### config.mk
export PLATFORM = sky130hd
export DESIGN_NAME = instr_mem_prog
export DESIGN_NICKNAME = d
export VERILOG_FILES = /design/src/rtl/instr_mem_prog.sv
export SDC_FILE = /design/constraint.sdc
export NUM_CORES = 2
export LEC_CHECK = 0
export CORE_MARGIN = 2
export CORE_UTILIZATION = 45
export CTS_CLUSTER_SIZE = 25
export DETAILED_ROUTE_END_ITERATION = 16
export PLACE_DENSITY = 0.7
export RECOVER_POWER = 50
export SETUP_SLACK_MARGIN = 0.4
export SLEW_MARGIN = 20
export SYNTH_ARGS = -nofsm -noshare
export SYNTH_HDL_FRONTEND = slang
export SYNTH_SLANG_ARGS = --single-unit
### constraint.sdc
create_clock -name clk -period 3.1 [get_ports clk]
set_clock_uncertainty 0.2 [all_clocks]
set_input_delay 0.62 -clock clk [delete_from_list [all_inputs] [get_ports clk]]
set_output_delay 0.62 -clock clk [all_outputs]
set_load 0.05 [all_outputs]
### src/rtl/instr_mem_prog.sv
// instr_mem_prog: programmable instruction memory with a load port and a
// single-cycle fetch port.
//
// A load session is opened by raising prog_en. Each accepted word is written
// at wr_ptr, and wr_ptr then advances. A session can hold at most DEPTH words.
// prog_en falling closes the session, and prog_count keeps the number of words
// loaded. Words offered while the memory is full are dropped, and the sticky
// prog_ovf flag is raised.
//
// Outside a session, a fetch request returns mem[fetch_addr] one cycle later.
// An address at or above prog_count returns a NOP (all zeros) with addr_err
// set. The array itself is never reset. Only words below prog_count are
// reachable.
//
// Load handshake: a word transfers on a rising edge where prog_valid and
// prog_ready are both high. prog_ready depends only on state and wr_ptr, never
// on prog_valid. Offering a word while prog_ready is low in LOAD drops the word
// and raises prog_ovf.
//
// Ports
//   clk, rst       : clock, asynchronous active-high reset
//   prog_en        : load session active
//   prog_valid     : prog_data carries a word
//   prog_data      : word to load
//   prog_ready     : a word is accepted this cycle
//   prog_ovf       : sticky, a word was offered while the memory was full
//   prog_count     : words loaded in the current or last session
//   fetch_req      : fetch request, only honoured in IDLE with prog_en low
//   fetch_addr     : word address to fetch
//   ins_out        : fetched word, registered
//   ins_valid      : one-cycle pulse, ins_out updated
//   addr_err       : qualifies ins_valid, address was not loaded
//   busy           : FSM is in LOAD (this is the observable FSM state)
module instr_mem_prog #(
  parameter int DATA_W = 8,
  parameter int ADDR_W = 8,
  parameter int DEPTH  = 256
) (
  input  logic              clk,
  input  logic              rst,
  input  logic              prog_en,
  input  logic              prog_valid,
  input  logic [DATA_W-1:0] prog_data,
  output logic              prog_ready,
  output logic              prog_ovf,
  output logic [ADDR_W:0]   prog_count,
  input  logic              fetch_req,
  input  logic [ADDR_W-1:0] fetch_addr,
  output logic [DATA_W-1:0] ins_out,
  output logic              ins_valid,
  output logic              addr_err,
  output logic              busy
);

  localparam int IDX_W = (DEPTH > 1) ? $clog2(DEPTH) : 1;
  localparam logic [ADDR_W:0] DEPTH_C = (ADDR_W+1)'(DEPTH);

  typedef enum logic {
    IDLE = 1'b0,
    LOAD = 1'b1
  } state_t;

  state_t state, state_nxt;

  // The write pointer is one bit wider than the address, so a full memory
  // (wr_ptr == DEPTH) is representable without wrapping. Because the pointer
  // and the loaded-word count always move together, a single register serves
  // as both.
  logic [ADDR_W:0]   wr_ptr;
  logic [DATA_W-1:0] mem [DEPTH];

  logic sess_start;
  logic wr_en;
  logic ovf_set;
  logic fetch_go;
  logic fetch_hit;

  assign prog_count = wr_ptr;
  assign fetch_hit  = ({1'b0, fetch_addr} < wr_ptr);

  always_comb begin
    state_nxt  = state;
    prog_ready = 1'b0;
    busy       = 1'b0;
    sess_start = 1'b0;
    wr_en      = 1'b0;
    ovf_set    = 1'b0;
    fetch_go   = 1'b0;
    case (state)
      IDLE: begin
        // When a load request and a fetch request arrive together, the load wins.
        if (prog_en) begin
          state_nxt  = LOAD;
          sess_start = 1'b1;
        end else begin
          fetch_go = fetch_req;
        end
      end
      LOAD: begin
        busy       = 1'b1;
        prog_ready = (wr_ptr < DEPTH_C);
        wr_en      = prog_valid && prog_ready;
        ovf_set    = prog_valid && !prog_ready;
        if (!prog_en) state_nxt = IDLE;
      end
      default: state_nxt = IDLE;
    endcase
  end

  always_ff @(posedge clk or posedge rst) begin
    if (rst) begin
      state     <= IDLE;
      wr_ptr    <= '0;
      prog_ovf  <= 1'b0;
      ins_out   <= '0;
      ins_valid <= 1'b0;
      addr_err  <= 1'b0;
    end else begin
      state <= state_nxt;

      if (sess_start) begin
        wr_ptr   <= '0;
        prog_ovf <= 1'b0;
      end else begin
        if (wr_en)   wr_ptr   <= wr_ptr + 1'b1;
        if (ovf_set) prog_ovf <= 1'b1;
      end

      ins_valid <= fetch_go;
      if (fetch_go) begin
        // A miss returns a NOP. The array is only indexed on a hit, which
        // guarantees fetch_addr < prog_count <= DEPTH.
        if (fetch_hit) begin
          ins_out  <= mem[fetch_addr[IDX_W-1:0]];
          addr_err <= 1'b0;
        end else begin
          ins_out  <= '0;
          addr_err <= 1'b1;
        end
      end else begin
        addr_err <= 1'b0;
      end
    end
  end

  // Storage is deliberately left unreset so that it maps onto plain RAM.
  always_ff @(posedge clk) begin
    if (wr_en) mem[wr_ptr[IDX_W-1:0]] <= prog_data;
  end

endmodule

==> impl_metrics.csv <==
group,metric,value,unit
outcome,run_status,"finished, violations left",
outcome,violations,"max-capacitance violations, max-slew violations",
yosys,yosysWarnings,0,
yosys,synthArstFlopShare,1.01,%
floorplan,start_util,45.2,%
placement,place_area,88900,sq um
timing,setup_tns,0,ns
route,drtIter0Drc,5822,
setup_path,worst_setup_path_end_kind,"flip-flop",
cells_and_area,synthToLayoutAreaGrowth,18.2,%
floorplan,ios,43,
clock_tree,cts_tree,"yes",
clock_tree,clock_path_buffers,3,
worst_hold_path,min_path_cells,1,
yosys,synthMuxAreaShare,14.2,%
setup_path,rr_startpoint,"prog_count[1]",
yosys,synth_area,80300,sq um
clock_tree,cts.sinks,2069,
global_routing,grt_use_total,22.4,%
timing,finalHoldViolCount,0,
global_routing,grt_overflow_total,0,
placement,place.gp.congestion,0.960,
yosys,ys_seq_area_share,77.2,%
pwr,powerDensity,604,nW/um^2
worst_hold_path,holdPathEnd,"state",
clock_tree,clk_latency,0.85,ns
yosys,synth_compound_area_share,3.55,%
route,viasPerCell,5.93,
yosys,synth-edff-count,2048,
route,drc,0,
setup_path,regToRegSetupSlack,0.36,ns
timing,slew_viol_final,387,
floorplan,rows,155,
global_routing,grt_pass1_wl,295,mm
placement,hpwl,132,mm
clock_tree,numCtsBuffers,195,
pwr,ir_drop,0.481,mV
setup_path,r2r-end,"ins_out[5]",
setup_path,setup.worst_path.start,"fetch_addr[6]",
route,wl_per_cell,28.2,um
worst_hold_path,hp-start,"prog_en",
yosys,syn-instance-count,4028,
pwr,leakage,31.5,nW
worst_hold_path,hold_class,"in2reg",
cells_and_area,final_util,53.4,%
yosys,yosysUniqueCellTypes,49,
floorplan,dieHeight,426,um
route,wirelength,204,mm
timing,grt_setup_unrepaired,"false",
global_routing,antenna_found_initial,0,
setup_path,required,3.68,ns
timing,tightest_slew,1.94,ns
timing,fin_crit,2.88,ns
floorplan,die-width,426,um
global_routing,grt_pass1_vias,42200,
yosys,avgSynthCellArea,19.9,sq um
yosys,synth_xor_area_share,0.0763,%
timing,whs,0.204,ns
yosys,synth_top_family_by_area,"multiplexers",
setup_path,crit_fanout,9,
setup_path,startpoint_type,"primary input",
route,drtPass1Iterations,5,
yosys,synth_fa_ha_area_share,0.171,%
floorplan,die_area,182000,sq um
cells_and_area,nNetsFinal,4731,
yosys,synthSimpleGateAreaFrac,3.05,%
setup_path,rr_worst_depth,10,
timing,fin_crit_sh,92.8,%
route,antenna_left,0,
route,via_count,42800,
timing,setup_viol,0,
cells_and_area,drive_gt1_share,29.0,%
setup_path,cp.arrival,3.45,ns
timing,max_slew_margin,-29.1,%
cells_and_area,fin_area,95000,sq um
setup_path,worstSetupPathType,"in2reg",
clock_tree,root_buffer,"clkbuf_16",
placement,io_buffers,42,
flow_run,drv_cap,6,
floorplan,core-area,178000,sq um
timing,fmax,0.348,GHz
global_routing,grt_max_degree,97,
yosys,synth-seq-cells,2069,
yosys,ys.flop_type,"edfxtp_1",
clock_tree,clk_pin_slew,0.06,ns
clock_tree,cts.htree.levels,4,
yosys,synthesis.nets,4060,
-- worst max-delay path, cell delays in order --
cell and delay (ns):
clkdlybuf4s50_1 0.45, buf_12 0.17, buf_4 0.17, nor2_1 0.19, buf_12 0.15, a22o_1 0.14
a21oi_1 0.05, o2111ai_1 0.42, nand3_1 0.32, nor3_1 0.58, a211o_1 0.18
-- kinds of logic after synthesis --
| kind of cell | after synthesis |
|---|---|
| xor+xnor | 7 |
| simple gates | 566 |
| fa+ha+maj | 11 |
| compound gates | 419 |
| flops | 2069 |
| buf+inv | 254 |
| mux | 702 |
-- cell usage in the layout (no fill, tap or decap), types with 17 or more instances in the layout --
cell type,count
dfrtp_1,20
clkbuf_2,17
nor2_2,83
o22ai_1,114
nor2_1,206
nand2_1,120
mux2i_1,353
a221oi_1,31
clkbuf_1,63
nand3_1,60
a31oi_1,18
buf_12,91
a211oi_1,25
clkinv_2,31
edfxtp_1,2048
buf_4,554
clkinv_1,40
a21oi_1,72
mux4_2,348
a22oi_1,91
clkbuf_16,199
-- cells in the mapped netlist (2+ instances only) --
| library cell | n | area, sq um |
|---|---|---|
| clkbuf_1 | 84 | 315 |
| a31oi_1 | 18 | 113 |
| and4_1 | 8 | 70.1 |
| mux4_2 | 348 | 7840 |
| buf_4 | 70 | 526 |
| a21oi_1 | 75 | 375 |
| a211o_1 | 8 | 70.1 |
| ha_1 | 11 | 138 |
| nor2b_1 | 9 | 56.3 |
| a211oi_1 | 25 | 188 |
| xnor2_1 | 7 | 61.3 |
| nand4_1 | 16 | 100 |
| nand3b_1 | 3 | 22.5 |
| buf_6 | 17 | 191 |
| inv_2 | 2 | 7.51 |
| a22o_1 | 10 | 87.6 |
| edfxtp_1 | 2048 | 61500 |
| nand2b_1 | 9 | 56.3 |
| and2_1 | 5 | 31.3 |
| or3_1 | 4 | 25.0 |
| nand3_1 | 69 | 345 |
| a22oi_1 | 91 | 683 |
| or3b_1 | 2 | 17.5 |
| nor3_1 | 12 | 60.1 |
| o32ai_1 | 2 | 17.5 |
| dfrtp_1 | 21 | 526 |
| buf_1 | 14 | 52.6 |
| a311oi_1 | 7 | 61.3 |
| nor2_1 | 289 | 1080 |
| nand2_1 | 120 | 450 |
| mux2i_1 | 353 | 3530 |
| o21ai_0 | 14 | 70.1 |
| o211ai_1 | 10 | 75.1 |
| nor4_1 | 15 | 93.8 |
| or2_2 | 2 | 12.5 |
| o22ai_1 | 114 | 713 |
| a221oi_1 | 32 | 280 |
| o2111ai_1 | 8 | 70.1 |
| buf_2 | 56 | 280 |
| inv_1 | 11 | 41.3 |
-- worst max path at each step --
stage	end	cells past startpoint	slack, ns
after floorplan	mem[119][0]	6	0.34
after global placement	ins_out[6]	10	-0.52
after detailed placement	ins_out[4]	9	-0.58
after CTS	prog_ready	2	0.20
after global routing	mem[0][5]	3	0.23
final	ins_out[0]	11	0.22
-- power breakdown --
group	internal, mW	switching, mW
logic	1.24	2.05
registers	30.8	0.0730
clock network	13.2	10.0
-- repair_timing --
item / in CTS / in global routing
pin swaps: 0 / 3
cloned: 0 / 1
setup endpoints to repair: 25 / 8
endpoints found under the hold margin: 58 / 0
gates resized for setup: 58 / 10
buffers inserted: 0 / 1
hold buffers: 4 / 0
-- metal layers --
layer  vias to the layer above  GRT usage (%)  wire length (um)
li1                      17900              -                 -
met1                     22200           30.6             79200
met2                      2108           35.4             96700
met3                       474           4.25             18100
met4                         0           9.54              9700
met5                         -              0                 0
-- stage by stage --
step	cells	setup WS [ns]	total power, mW
4_1_cts	7210	0.198	57.6
6_report	7215	0.224	57.4
5_1_grt	7212	0.230	58.9
3_5_place_dp	6851	-0.578	34.7
2_1_floorplan	4028	0.339	33.0
3_3_place_gp	6851	-0.524	34.7
-- cell type report --
type                            count  area [sq um]
Fill cell                       13300         82900
Sequential cell                  2069         62000
Multi-Input combinational cell   1705         17200
Timing Repair Buffer              715          6580
Clock buffer                      259          5220
Tap cell                         2355          2950
Clock inverter                     96           946
Inverter                           13          48.8
Antenna cell                        3          7.51
-- flip-flops by register name, indices dropped and copies added, names as in the netlist --
name,flops
mem,2048
prog_ovf,1
state,1
ins_out,8
prog_count,9
ins_valid,1
addr_err,1
Note: power is estimated with default switching activity, not from simulation.
